<file path="src/rtl/params_pkg.sv">
// ----------------------------------------------------------------------------
// params_pkg
// Shared parameters and types for the AXI-Lite register slave.
//   ADDR_WIDTH  : system address width (the register port itself uses 10 bits)
//   DATA_WIDTH  : register / bus data width
//   REG_ADDR_W  : width of the byte address seen by the register port
//   REG_IDX_W   : width of the word index taken from addr[9:2]
//   axi_resp_e  : AXI response codes
//   wr_state_e  : write-channel FSM states
//   rd_state_e  : read-channel FSM states
// ----------------------------------------------------------------------------
package params_pkg;

    localparam int ADDR_WIDTH = 32;
    localparam int DATA_WIDTH = 32;

    localparam int REG_ADDR_W = 10;
    localparam int REG_IDX_W  = 8;

    typedef enum logic [1:0] {
        OKAY   = 2'b00,
        EXOKAY = 2'b01,
        SLVERR = 2'b10,
        DECERR = 2'b11
    } axi_resp_e;

    typedef enum logic [1:0] {
        W_IDLE,
        W_HAVE_ADDR,
        W_HAVE_DATA,
        W_RESP
    } wr_state_e;

    typedef enum logic {
        R_IDLE,
        R_DATA
    } rd_state_e;

endpackage

</file>
<file path="src/rtl/axi_lite_reg_slave_if.sv">
// ----------------------------------------------------------------------------
// axi_lite_reg_slave_if
// AXI-Lite bus bundle between a master and the register slave.
//   AW channel : s_axi_lite_awvalid/awready, s_axi_lite_awaddr[9:0]
//   W  channel : s_axi_lite_wvalid/wready,   s_axi_lite_wdata[DATA_WIDTH-1:0]
//   B  channel : s_axi_lite_bvalid/bready,   s_axi_lite_bresp[1:0]
//   AR channel : s_axi_lite_arvalid/arready, s_axi_lite_araddr[9:0]
//   R  channel : s_axi_lite_rvalid/rready,   s_axi_lite_rdata, s_axi_lite_rresp[1:0]
// Modports: slave (the register block), master (the bus initiator).
// ----------------------------------------------------------------------------
interface axi_lite_reg_slave_if #(
    parameter int DATA_WIDTH = params_pkg::DATA_WIDTH
);

    logic                                s_axi_lite_awvalid;
    logic                                s_axi_lite_awready;
    logic [params_pkg::REG_ADDR_W-1:0]   s_axi_lite_awaddr;

    logic                                s_axi_lite_wvalid;
    logic                                s_axi_lite_wready;
    logic [DATA_WIDTH-1:0]               s_axi_lite_wdata;

    logic                                s_axi_lite_bvalid;
    logic                                s_axi_lite_bready;
    logic [1:0]                          s_axi_lite_bresp;

    logic                                s_axi_lite_arvalid;
    logic                                s_axi_lite_arready;
    logic [params_pkg::REG_ADDR_W-1:0]   s_axi_lite_araddr;

    logic                                s_axi_lite_rvalid;
    logic                                s_axi_lite_rready;
    logic [DATA_WIDTH-1:0]               s_axi_lite_rdata;
    logic [1:0]                          s_axi_lite_rresp;

    modport slave (
        input  s_axi_lite_awvalid, s_axi_lite_awaddr,
        input  s_axi_lite_wvalid,  s_axi_lite_wdata,
        input  s_axi_lite_bready,
        input  s_axi_lite_arvalid, s_axi_lite_araddr,
        input  s_axi_lite_rready,
        output s_axi_lite_awready, s_axi_lite_wready,
        output s_axi_lite_bvalid,  s_axi_lite_bresp,
        output s_axi_lite_arready,
        output s_axi_lite_rvalid,  s_axi_lite_rdata, s_axi_lite_rresp
    );

    modport master (
        output s_axi_lite_awvalid, s_axi_lite_awaddr,
        output s_axi_lite_wvalid,  s_axi_lite_wdata,
        output s_axi_lite_bready,
        output s_axi_lite_arvalid, s_axi_lite_araddr,
        output s_axi_lite_rready,
        input  s_axi_lite_awready, s_axi_lite_wready,
        input  s_axi_lite_bvalid,  s_axi_lite_bresp,
        input  s_axi_lite_arready,
        input  s_axi_lite_rvalid,  s_axi_lite_rdata, s_axi_lite_rresp
    );

endinterface

</file>
<file path="src/rtl/axi_lite_reg_slave.sv">
// ----------------------------------------------------------------------------
// axi_lite_reg_slave
// AXI-Lite slave exposing NUM_REGS word registers from byte address 0x000.
// Word index is addr[9:2]; indices >= NUM_REGS are unmapped (writes dropped,
// reads return 0).
// Ports:
//   axi_aclk    : sole clock, rising edge
//   axi_resetn  : synchronous active-low reset
//   s_axi       : AXI-Lite slave modport (AW, W, B, AR, R channels)
//   reg_q       : flat view of all registers, register 0 in the LSBs
// Configuration macro:
//   AXIL_SLV_DECERR_EN : when defined, unmapped accesses answer DECERR;
//                        otherwise they answer OKAY.
// ----------------------------------------------------------------------------
module axi_lite_reg_slave
    import params_pkg::*;
#(
    parameter int ADDR_WIDTH = params_pkg::ADDR_WIDTH,
    parameter int DATA_WIDTH = params_pkg::DATA_WIDTH,
    parameter int NUM_REGS   = 16
) (
    input  logic                           axi_aclk,
    input  logic                           axi_resetn,
    axi_lite_reg_slave_if.slave            s_axi,
    output logic [NUM_REGS*DATA_WIDTH-1:0] reg_q
);

`ifdef AXIL_SLV_DECERR_EN
    localparam axi_resp_e UNMAPPED_RESP = DECERR;
`else
    localparam axi_resp_e UNMAPPED_RESP = OKAY;
`endif

    // Write channel state
    wr_state_e               wr_state_q;
    logic                    awready_q;
    logic                    wready_q;
    logic                    bvalid_q;
    axi_resp_e               bresp_q;
    logic [REG_ADDR_W-1:0]   awaddr_q;
    logic [DATA_WIDTH-1:0]   wdata_q;

    // Read channel state
    rd_state_e               rd_state_q;
    logic                    arready_q;
    logic                    rvalid_q;
    axi_resp_e               rresp_q;
    logic [DATA_WIDTH-1:0]   rdata_q;

    // Register file
    logic [NUM_REGS-1:0][DATA_WIDTH-1:0] regs_q;
    logic [NUM_REGS-1:0][DATA_WIDTH-1:0] regs_d;

    logic                    aw_hs;
    logic                    w_hs;
    logic                    ar_hs;
    logic                    wr_commit;
    logic [REG_ADDR_W-1:0]   wr_addr;
    logic [DATA_WIDTH-1:0]   wr_data;
    logic [REG_IDX_W-1:0]    wr_idx;
    logic                    wr_mapped;
    axi_resp_e               wr_resp;
    logic [REG_IDX_W-1:0]    rd_idx;
    logic                    rd_mapped;
    logic [DATA_WIDTH-1:0]   rd_value;
    axi_resp_e               rd_resp;

    // Byte-lane bits and the system address width have no role here.
    logic                    unused_low_bits;
    logic [ADDR_WIDTH-1:0]   unused_sys_addr;

    assign unused_low_bits = ^{wr_addr[1:0], s_axi.s_axi_lite_araddr[1:0]};
    assign unused_sys_addr = '0;

    assign aw_hs = s_axi.s_axi_lite_awvalid & awready_q;
    assign w_hs  = s_axi.s_axi_lite_wvalid  & wready_q;
    assign ar_hs = s_axi.s_axi_lite_arvalid & arready_q;

    // Decide whether this edge completes an address/data pair, and pick the
    // address and data from either the held copy or the live bus depending
    // on which half arrived first.
    always_comb begin
        wr_commit = 1'b0;
        wr_addr   = s_axi.s_axi_lite_awaddr;
        wr_data   = s_axi.s_axi_lite_wdata;
        case (wr_state_q)
            W_IDLE: begin
                wr_commit = aw_hs & w_hs;
            end
            W_HAVE_ADDR: begin
                wr_commit = w_hs;
                wr_addr   = awaddr_q;
            end
            W_HAVE_DATA: begin
                wr_commit = aw_hs;
                wr_data   = wdata_q;
            end
            default: begin
                wr_commit = 1'b0;
            end
        endcase
    end

    assign wr_idx    = wr_addr[REG_ADDR_W-1:2];
    assign wr_mapped = ({{(32-REG_IDX_W){1'b0}}, wr_idx} < 32'(NUM_REGS));
    assign wr_resp   = wr_mapped ? OKAY : UNMAPPED_RESP;

    assign rd_idx    = s_axi.s_axi_lite_araddr[REG_ADDR_W-1:2];
    assign rd_mapped = ({{(32-REG_IDX_W){1'b0}}, rd_idx} < 32'(NUM_REGS));
    assign rd_resp   = rd_mapped ? OKAY : UNMAPPED_RESP;

    // Next register contents: only a committing, mapped write changes one
    // word; unmapped indices match no entry and fall through untouched.
    always_comb begin
        regs_d = regs_q;
        if (wr_commit && wr_mapped) begin
            for (int i = 0; i < NUM_REGS; i++) begin
                if (wr_idx == REG_IDX_W'(i)) begin
                    regs_d[i] = wr_data;
                end
            end
        end
    end

    // Read mux works from the current register contents, so a read captured
    // on the same edge as a write to that register sees the old value.
    always_comb begin
        rd_value = '0;
        for (int i = 0; i < NUM_REGS; i++) begin
            if (rd_idx == REG_IDX_W'(i)) begin
                rd_value = regs_q[i];
            end
        end
    end

    // Register storage
    always_ff @(posedge axi_aclk) begin
        if (!axi_resetn) begin
            regs_q <= '0;
        end else begin
            regs_q <= regs_d;
        end
    end

    // Write FSM. Readies are registered and only raised on the edge after
    // reset releases; the held half of a split transfer is kept in awaddr_q
    // or wdata_q until its partner arrives.
    always_ff @(posedge axi_aclk) begin
        if (!axi_resetn) begin
            wr_state_q <= W_IDLE;
            awready_q  <= 1'b0;
            wready_q   <= 1'b0;
            bvalid_q   <= 1'b0;
            bresp_q    <= OKAY;
            awaddr_q   <= '0;
            wdata_q    <= '0;
        end else if (wr_commit) begin
            wr_state_q <= W_RESP;
            awready_q  <= 1'b0;
            wready_q   <= 1'b0;
            bvalid_q   <= 1'b1;
            bresp_q    <= wr_resp;
        end else begin
            case (wr_state_q)
                W_IDLE: begin
                    if (aw_hs) begin
                        awaddr_q   <= s_axi.s_axi_lite_awaddr;
                        wr_state_q <= W_HAVE_ADDR;
                        awready_q  <= 1'b0;
                        wready_q   <= 1'b1;
                    end else if (w_hs) begin
                        wdata_q    <= s_axi.s_axi_lite_wdata;
                        wr_state_q <= W_HAVE_DATA;
                        awready_q  <= 1'b1;
                        wready_q   <= 1'b0;
                    end else begin
                        awready_q  <= 1'b1;
                        wready_q   <= 1'b1;
                    end
                end
                W_HAVE_ADDR: begin
                    awready_q <= 1'b0;
                    wready_q  <= 1'b1;
                end
                W_HAVE_DATA: begin
                    awready_q <= 1'b1;
                    wready_q  <= 1'b0;
                end
                W_RESP: begin
                    if (s_axi.s_axi_lite_bready) begin
                        wr_state_q <= W_IDLE;
                        bvalid_q   <= 1'b0;
                        awready_q  <= 1'b1;
                        wready_q   <= 1'b1;
                    end
                end
                default: begin
                    wr_state_q <= W_IDLE;
                end
            endcase
        end
    end

    // Read FSM. Data and response are captured at the AR handshake and held
    // steady until the master takes them.
    always_ff @(posedge axi_aclk) begin
        if (!axi_resetn) begin
            rd_state_q <= R_IDLE;
            arready_q  <= 1'b0;
            rvalid_q   <= 1'b0;
            rresp_q    <= OKAY;
            rdata_q    <= '0;
        end else begin
            case (rd_state_q)
                R_IDLE: begin
                    if (ar_hs) begin
                        rdata_q    <= rd_mapped ? rd_value : '0;
                        rresp_q    <= rd_resp;
                        rvalid_q   <= 1'b1;
                        arready_q  <= 1'b0;
                        rd_state_q <= R_DATA;
                    end else begin
                        arready_q  <= 1'b1;
                    end
                end
                R_DATA: begin
                    if (s_axi.s_axi_lite_rready) begin
                        rvalid_q   <= 1'b0;
                        arready_q  <= 1'b1;
                        rd_state_q <= R_IDLE;
                    end
                end
                default: begin
                    rd_state_q <= R_IDLE;
                end
            endcase
        end
    end

    assign s_axi.s_axi_lite_awready = awready_q;
    assign s_axi.s_axi_lite_wready  = wready_q;
    assign s_axi.s_axi_lite_bvalid  = bvalid_q;
    assign s_axi.s_axi_lite_bresp   = bresp_q;
    assign s_axi.s_axi_lite_arready = arready_q;
    assign s_axi.s_axi_lite_rvalid  = rvalid_q;
    assign s_axi.s_axi_lite_rdata   = rdata_q;
    assign s_axi.s_axi_lite_rresp   = rresp_q;

    assign reg_q = regs_q;

endmodule

</file>
<file path="src/flat_wrapper.sv">
// flat-port wrapper written by rule: the top's interface ports become plain ports
module axi_lite_reg_slave_flat import params_pkg::*;
#(
    parameter int ADDR_WIDTH = params_pkg::ADDR_WIDTH,
    parameter int DATA_WIDTH = params_pkg::DATA_WIDTH,
    parameter int NUM_REGS   = 16
)
  (axi_aclk, axi_resetn, reg_q, s_axi_s_axi_lite_awvalid, s_axi_s_axi_lite_awaddr, s_axi_s_axi_lite_wvalid, s_axi_s_axi_lite_wdata, s_axi_s_axi_lite_bready, s_axi_s_axi_lite_arvalid, s_axi_s_axi_lite_araddr, s_axi_s_axi_lite_rready, s_axi_s_axi_lite_awready, s_axi_s_axi_lite_wready, s_axi_s_axi_lite_bvalid, s_axi_s_axi_lite_bresp, s_axi_s_axi_lite_arready, s_axi_s_axi_lite_rvalid, s_axi_s_axi_lite_rdata, s_axi_s_axi_lite_rresp);
  axi_lite_reg_slave_if #(.DATA_WIDTH(DATA_WIDTH)) s_axi_i ();
  input  logic axi_aclk;
  input  logic axi_resetn;
  output logic [NUM_REGS*DATA_WIDTH-1:0] reg_q;
  input wire logic [$bits(s_axi_i.s_axi_lite_awvalid)-1:0] s_axi_s_axi_lite_awvalid;
  input wire logic [$bits(s_axi_i.s_axi_lite_awaddr)-1:0] s_axi_s_axi_lite_awaddr;
  input wire logic [$bits(s_axi_i.s_axi_lite_wvalid)-1:0] s_axi_s_axi_lite_wvalid;
  input wire logic [$bits(s_axi_i.s_axi_lite_wdata)-1:0] s_axi_s_axi_lite_wdata;
  input wire logic [$bits(s_axi_i.s_axi_lite_bready)-1:0] s_axi_s_axi_lite_bready;
  input wire logic [$bits(s_axi_i.s_axi_lite_arvalid)-1:0] s_axi_s_axi_lite_arvalid;
  input wire logic [$bits(s_axi_i.s_axi_lite_araddr)-1:0] s_axi_s_axi_lite_araddr;
  input wire logic [$bits(s_axi_i.s_axi_lite_rready)-1:0] s_axi_s_axi_lite_rready;
  output wire logic [$bits(s_axi_i.s_axi_lite_awready)-1:0] s_axi_s_axi_lite_awready;
  output wire logic [$bits(s_axi_i.s_axi_lite_wready)-1:0] s_axi_s_axi_lite_wready;
  output wire logic [$bits(s_axi_i.s_axi_lite_bvalid)-1:0] s_axi_s_axi_lite_bvalid;
  output wire logic [$bits(s_axi_i.s_axi_lite_bresp)-1:0] s_axi_s_axi_lite_bresp;
  output wire logic [$bits(s_axi_i.s_axi_lite_arready)-1:0] s_axi_s_axi_lite_arready;
  output wire logic [$bits(s_axi_i.s_axi_lite_rvalid)-1:0] s_axi_s_axi_lite_rvalid;
  output wire logic [$bits(s_axi_i.s_axi_lite_rdata)-1:0] s_axi_s_axi_lite_rdata;
  output wire logic [$bits(s_axi_i.s_axi_lite_rresp)-1:0] s_axi_s_axi_lite_rresp;
  assign s_axi_i.s_axi_lite_awvalid = s_axi_s_axi_lite_awvalid;
  assign s_axi_i.s_axi_lite_awaddr = s_axi_s_axi_lite_awaddr;
  assign s_axi_i.s_axi_lite_wvalid = s_axi_s_axi_lite_wvalid;
  assign s_axi_i.s_axi_lite_wdata = s_axi_s_axi_lite_wdata;
  assign s_axi_i.s_axi_lite_bready = s_axi_s_axi_lite_bready;
  assign s_axi_i.s_axi_lite_arvalid = s_axi_s_axi_lite_arvalid;
  assign s_axi_i.s_axi_lite_araddr = s_axi_s_axi_lite_araddr;
  assign s_axi_i.s_axi_lite_rready = s_axi_s_axi_lite_rready;
  assign s_axi_s_axi_lite_awready = s_axi_i.s_axi_lite_awready;
  assign s_axi_s_axi_lite_wready = s_axi_i.s_axi_lite_wready;
  assign s_axi_s_axi_lite_bvalid = s_axi_i.s_axi_lite_bvalid;
  assign s_axi_s_axi_lite_bresp = s_axi_i.s_axi_lite_bresp;
  assign s_axi_s_axi_lite_arready = s_axi_i.s_axi_lite_arready;
  assign s_axi_s_axi_lite_rvalid = s_axi_i.s_axi_lite_rvalid;
  assign s_axi_s_axi_lite_rdata = s_axi_i.s_axi_lite_rdata;
  assign s_axi_s_axi_lite_rresp = s_axi_i.s_axi_lite_rresp;
  axi_lite_reg_slave #(.ADDR_WIDTH(ADDR_WIDTH), .DATA_WIDTH(DATA_WIDTH), .NUM_REGS(NUM_REGS)) u_core (.axi_aclk(axi_aclk), .axi_resetn(axi_resetn), .s_axi(s_axi_i), .reg_q(reg_q));
endmodule
</file>
<file path="config.mk">
export PLATFORM = sky130hd
export DESIGN_NAME = axi_lite_reg_slave_flat
export DESIGN_NICKNAME = d
export VERILOG_FILES = /design/src/rtl/params_pkg.sv /design/src/rtl/axi_lite_reg_slave_if.sv /design/src/rtl/axi_lite_reg_slave.sv /design/src/flat_wrapper.sv
export SDC_FILE = /design/constraint.sdc
export NUM_CORES = 2
export LEC_CHECK = 0
export ABC_AREA = 1
export BUFFER_PORTS_ARGS = -buffer_cell sky130_fd_sc_hd__buf_4
export CAP_MARGIN = 20
export CORE_ASPECT_RATIO = 0.6
export CORE_MARGIN = 2
export CORE_UTILIZATION = 34
export CTS_CLUSTER_DIAMETER = 100
export DETAILED_ROUTE_END_ITERATION = 12
export SLEW_MARGIN = 20
export SYNTH_ARGS = -nofsm -noshare
export SYNTH_HDL_FRONTEND = slang
export SYNTH_SLANG_ARGS = --single-unit
</file>
<file path="constraint.sdc">
create_clock -name axi_aclk -period 2.15 [get_ports axi_aclk]
set_clock_uncertainty 0.05 [all_clocks]
set_input_delay 0.43 -clock axi_aclk [delete_from_list [all_inputs] [get_ports axi_aclk]]
set_output_delay 0.43 -clock axi_aclk [all_outputs]
set_load 0.01 [all_outputs]
</file>
== Word level (Yosys, flattened, before mapping) ==
Index checks and enable logic that the tools add are counted.

* Flip-flop bits (word level): 594
* Bits of input ports: 59
* Output and inout bits: 553

* Order comparisons: 2
* Eq/ne operators: 38
* Muxes and demuxes: 43
* Bitwise operators: 8
* Reduce and logical (&&, ||, !) cells: 30

{| class="wikitable"
|+ Operators by type and width
! kind !! number
|-
| $mux W32 || 18
|-
| $eq A8 B4 Y1 const B || 16
|-
| $eq A8 B3 Y1 const B || 8
|-
| $reduce_and A2 Y1 || 19
|-
| $eq A8 B2 Y1 const B || 4
|-
| $eq A8 B1 Y1 const B || 2
|-
| $logic_not A8 Y1 || 2
|-
| $lt A8 B5 Y1 const B || 2
|-
| $mux W1 || 13
|-
| $mux W10 || 1
|-
| $mux W2 || 4
|-
| $pmux W1 S4 || 2
|-
| $pmux W1 S2 || 3
|-
| $reduce_and A3 Y1 || 2
|-
| $and A1 B1 Y1 || 4
|-
| $eq A2 B2 Y1 const B || 2
|-
| $ne A2 B2 Y1 const B || 2
|-
| $ne A4 B1 Y1 const B || 1
|-
| $not A1 Y1 || 4
|-
| $pmux W2 S2 || 1
|-
| $reduce_and A4 Y1 || 1
|-
| $reduce_bool A2 Y1 || 2
|-
| $ne A3 B2 Y1 const B || 1
|-
| $pmux W1 S3 || 1
|-
| other kinds (6) || 6
|}

== Longest topological paths before layout ==
* Word-level depth: 18
* Gate-level depth with buffers: 18

== Least setup slack after synthesis ==
OpenSTA, ideal clock, no wires.

* Kind: reg2reg
* From: register u_core.wr_state_q[1]
* To: register u_core.regs_q, in the netlist u_core.reg_q[151]
* Setup time: 0.128 ns
* Arrival: 1.943 ns
* Data required time: 1.972 ns
* Path slack: 0.028 ns
* Cell stages (with the launch flop): 11
* Path buffers: 2
* Period minus slack after synthesis: 2.122 ns
* Cell sequence: dfxtp_1 -> inv_1 -> ha_1 -> buf_2 -> o21ai_1 -> nand2_1 -> nor2_1 -> nand2_1 -> clkbuf_1 -> o21ai_0 -> a21oi_1

* Longest elaborated chain between the ends: 5
* Elaborated cells on any way between the ends: 10
* Those cells by class: 1 x order compare; 3 x eq/ne; 3 x mux; 3 x reduce/logical

{| class="wikitable"
|+ RTL lines
! what !! line !! RTL
|-
| from (decl) || axi_lite_reg_slave.sv:35 || <nowiki>wr_state_e wr_state_q;</nowiki>
|-
| from (signal assigned) || axi_lite_reg_slave.sv:150 || <nowiki>wr_state_q <= W_IDLE;</nowiki>
|-
| from (signal assigned) || axi_lite_reg_slave.sv:158 || <nowiki>wr_state_q <= W_RESP;</nowiki>
|-
| from (signal assigned) || axi_lite_reg_slave.sv:168 || <nowiki>wr_state_q <= W_HAVE_ADDR;</nowiki>
|-
| $eq A2 B1 Y1 || axi_lite_reg_slave.sv:86 || <nowiki>case (wr_state_q)</nowiki>
|-
| $mux W10 || axi_lite_reg_slave.sv:86 ||
|-
| $lt A8 B5 Y1 || axi_lite_reg_slave.sv:105 || <nowiki>assign wr_mapped = ({{(32-REG_IDX_W){1'b0}}, wr_idx} < 32'(NUM_REGS));</nowiki>
|-
| $logic_and A1 B1 Y1 || axi_lite_reg_slave.sv:116 || <nowiki>if (wr_commit && wr_mapped) begin</nowiki>
|-
| $reduce_and A2 Y1 (no source line) || - ||
|-
| to (signal assigned) || axi_lite_reg_slave.sv:141 || <nowiki>regs_q <= regs_d;</nowiki>
|-
| to (decl) || axi_lite_reg_slave.sv:51 || <nowiki>logic [NUM_REGS-1:0][DATA_WIDTH-1:0] regs_q;</nowiki>
|}

Several ways; a longest one is shown, not always the timed one.
A chain may end at the register's enable or synchronous reset.

== Final worst setup path ==
* From: register u_core.wr_state_q[1]
* To: register u_core.regs_q, in the netlist u_core.reg_q[268]

The elaborated chain is that of the path after synthesis.

==> run_results.csv <==
group,metric,value,unit
outcome,status,"complete, but fails checks",
outcome,violations,"negative setup slack",
clock_network,clk_latency,660,ps
sta,relSlewSlack,0.643,
placed_design,portBuffers,603,
sta,slew_violations,0,
grt,grt_pass1_vias,25000,
route,wl_per_cell,24.7,um
sta,tightest_slew,535,ps
clock_network,clock-sinks,592,
floorplan,start_util,0.345,
floorplan,die_area,0.0774,sq mm
pwr,p_leak,0.0156,uW
synth,synthArstFlopShare,0,
setup_path,slowest_stage,"dfxtp_2",
grt,overflow,0,
floorplan,core,0.0740,sq mm
synth,ys_types,32,
cells_and_area,final_common_cell,"buf_4",
synth,ys_seq_area_frac,0.464,
setup_path,regToRegStartpoint,"u_core.wr_state_q[1]",
clock_network,h-tree-depth,2,
worst_hold_path,min-delay-start,"s_axi_s_axi_lite_wdata[0]",
synth,syn_area_per_cell,7.05,sq um
setup_path,crit_top_cell,"buf_12",
placed_design,dp_hpwl,96100,um
placed_design,placed_area,0.0340,sq mm
cells_and_area,fin_util,0.512,
route,detailedRoute.firstPassIterationCount,6,
route,routed_wl,134000,um
sta,setup_ws,-59.3,ps
cells_and_area,nets,4445,
setup_path,slowest_delay,350,ps
floorplan,io_pins,612,
worst_hold_path,holdPathEnd,"u_core.wdata_q[0]",
setup_path,crit_type,"flip-flop to flip-flop",
clock_network,path_clk_slew,70,ps
worst_hold_path,min_path_type,"primary input to flip-flop",
setup_path,crit_path_end_kind,"flip-flop",
cells_and_area,layout-drive-gt1-share,0.281,
setup_path,cp.required,2630,ps
synth,synth_warnings,0,
job,cap_violations,0,
placed_design,place.gp.congestion,0.955,
synth,synth-seq-cells,592,
setup_path,start_kind,"flip-flop",
route,post-route-drc-count,0,
grt,grt_pass1_wl,178000,um
setup_path,worstPathMaxFanout,34,
floorplan,rows,77,
setup_path,rr_worst_depth,12,
setup_path,timing.reg2reg.setup_slack,-60,ps
grt,track_usage,0.313,
setup_path,path_cells,"inv_2, ha_4, buf_12, nor2_2, a32o_2, nand2_4, nor2_1, buf_6, nand2_2, buf_12, o21ai_0, a21oi_1",
pwr,powerDensity,741,mW/mm^2
setup_path,rr_endpoint,"u_core.reg_q[268]",
synth,synthFlopType,"dfxtp_1",
synth,synth_cells,3624,
setup_path,arrival,2690,ps
cells_and_area,area_growth,48.1,%
clock_network,cts_tree,"yes",
worst_hold_path,whs_path_depth,3,
route,vias,28700,
synth,mappedNetlistArea,0.0256,sq mm
route,drtIter0Drc,3025,
synth,synth_edf_count,0,
pwr,ir_drop,0.604,mV
sta,finalSetupViolCount,13,
floorplan,die_width,358,um
sta,rsz0062_at_grt,"yes",
sta,finalCritPeriodShare,1.03,
clock_network,clock_path_buffers,3,
sta,hold_violations,0,
placed_design,post-place-ws,-788,ps
route,viasPerCell,5.30,
route,ant_nets,0,
clock_network,cts-buffers-inserted,57,
grt,grt_max_degree,105,
floorplan,die_h,216,um
grt,antenna_found_initial,4,
cells_and_area,final_cell_mix,"780 x buf_4, 649 x a21oi_1, 588 x dfxtp_1",
sta,max_freq,453,MHz
sta,period_needed,2210,ps
cells_and_area,postLayoutCellArea,0.0379,sq mm
clock_network,root_buffer,"clkbuf_16",
## synthesized netlist by cell type (4+ instances only)
cell / n / area share
buf_6: 7 / 0.0031
inv_1: 592 / 0.087
nor3_1: 13 / 0.0025
buf_1: 5 / 0.00073
o22ai_1: 7 / 0.0017
a21oi_1: 654 / 0.13
ha_1: 5 / 0.0024
dfxtp_1: 592 / 0.46
nand3_1: 119 / 0.023
nor2_1: 114 / 0.017
buf_2: 24 / 0.0047
o21ai_0: 545 / 0.11
nand2_2: 11 / 0.0027
nor2_2: 4 / 0.00098
clkbuf_1: 232 / 0.034
buf_4: 5 / 0.0015
nand4_1: 68 / 0.017
o21ai_1: 94 / 0.018
nor2_4: 7 / 0.0031
inv_2: 15 / 0.0022
nand2_1: 490 / 0.072
## critical path, delay by kind of cell, from the launching register on
| family | cells | cell delay [ps] |
|---|---|---|
| buffers and inverters | 4 | 600 |
| AOI/OAI and AO/OA | 3 | 470 |
| DFF | 1 | 350 |
| and+or+nand+nor | 4 | 420 |
| adders and majority gates | 1 | 180 |
## power by group
group	total (uW)	leakage [uW]	switching [uW]	internal (uW)
sequential	11400	0.00477	157	11200
clock	11100	0.000949	4860	6250
combinational	5570	0.00983	3490	2080
## worst max-delay path by stage
stage / end / cells past startpoint / startpoint
global placement: u_core.s_axi.s_axi_lite_rdata[15] / 19 / s_axi_s_axi_lite_araddr[4]
CTS: u_core.reg_q[500] / 13 / u_core.wr_state_q[0]
detailed placement: u_core.s_axi.s_axi_lite_rdata[15] / 19 / s_axi_s_axi_lite_araddr[4]
global route: u_core.reg_q[268] / 14 / u_core.wr_state_q[1]
floorplan: u_core.reg_q[151] / 10 / u_core.wr_state_q[1]
finish: u_core.reg_q[268] / 12 / u_core.wr_state_q[1]
## through the flow
stage / power (uW) / hold WS, ps / TNS [ps] / std cells
after global routing: 28700 / 24.9 / -11480 / 5411
after floorplan: 13300 / 379 / 0 / 3627
after CTS: 27300 / 0.602 / -1070 / 5376
after detailed placement: 16200 / 394 / -49220 / 5245
final: 28000 / 25.3 / -248 / 5412
after global placement: 16200 / 389 / -46490 / 5245
## cells by family after synthesis
kind of cell	after synthesis	synth area share
other	1	0.000147
buffers and inverters	880	0.133
and+or+nand+nor	836	0.142
AOI/OAI and AO/OA	1310	0.258
DFF	592	0.464
adders and majority gates	5	0.00245
## metal layers
layer | global-route usage | wire (um) | up-vias
met4 | 0.0941 | 4250 | 0
met5 | 0 | 0 | -
met2 | 0.457 | 56200 | 1539
met3 | 0.0927 | 15800 | 213
li1 | - | - | 13300
met1 | 0.442 | 57500 | 13600
## sequential cells by signal (all words and copies together) (netlist names)
name                             cells
u_core.reg_q                       512
u_core.s_axi.s_axi_lite_rdata       32
u_core.wdata_q                      32
u_core.awaddr_q                      8
u_core.wr_state_q                    2
u_core.rd_state_q                    1
u_core.s_axi.s_axi_lite_arready      1
u_core.s_axi.s_axi_lite_awready      1
u_core.s_axi.s_axi_lite_bvalid       1
u_core.s_axi.s_axi_lite_rvalid       1
u_core.s_axi.s_axi_lite_wready       1
## cell type report
cell class                 count  area (sq um)
tap                          987          1230
multi-input combinational   2155         11200
sequential                   592         11900
inverter                     607          2300
antenna                        1          2.50
fill                        7132         36100
clock inverter                27           369
clock buffer                  75          1620
timing repair buffer         968          9300
## timing repair
| item | in CTS | in global routing |
|---|---|---|
| setup endpoints to repair | 391 | 563 |
| cloned | 2 | 26 |
| setup buffers | 4 | 11 |
| resized for setup | 68 | 287 |
| endpoints found under the hold margin | 23 | 0 |
| hold buffers | 23 | 0 |
| pin swaps | 5 | 53 |
No activity file was read; power rests on OpenSTA's default activity.
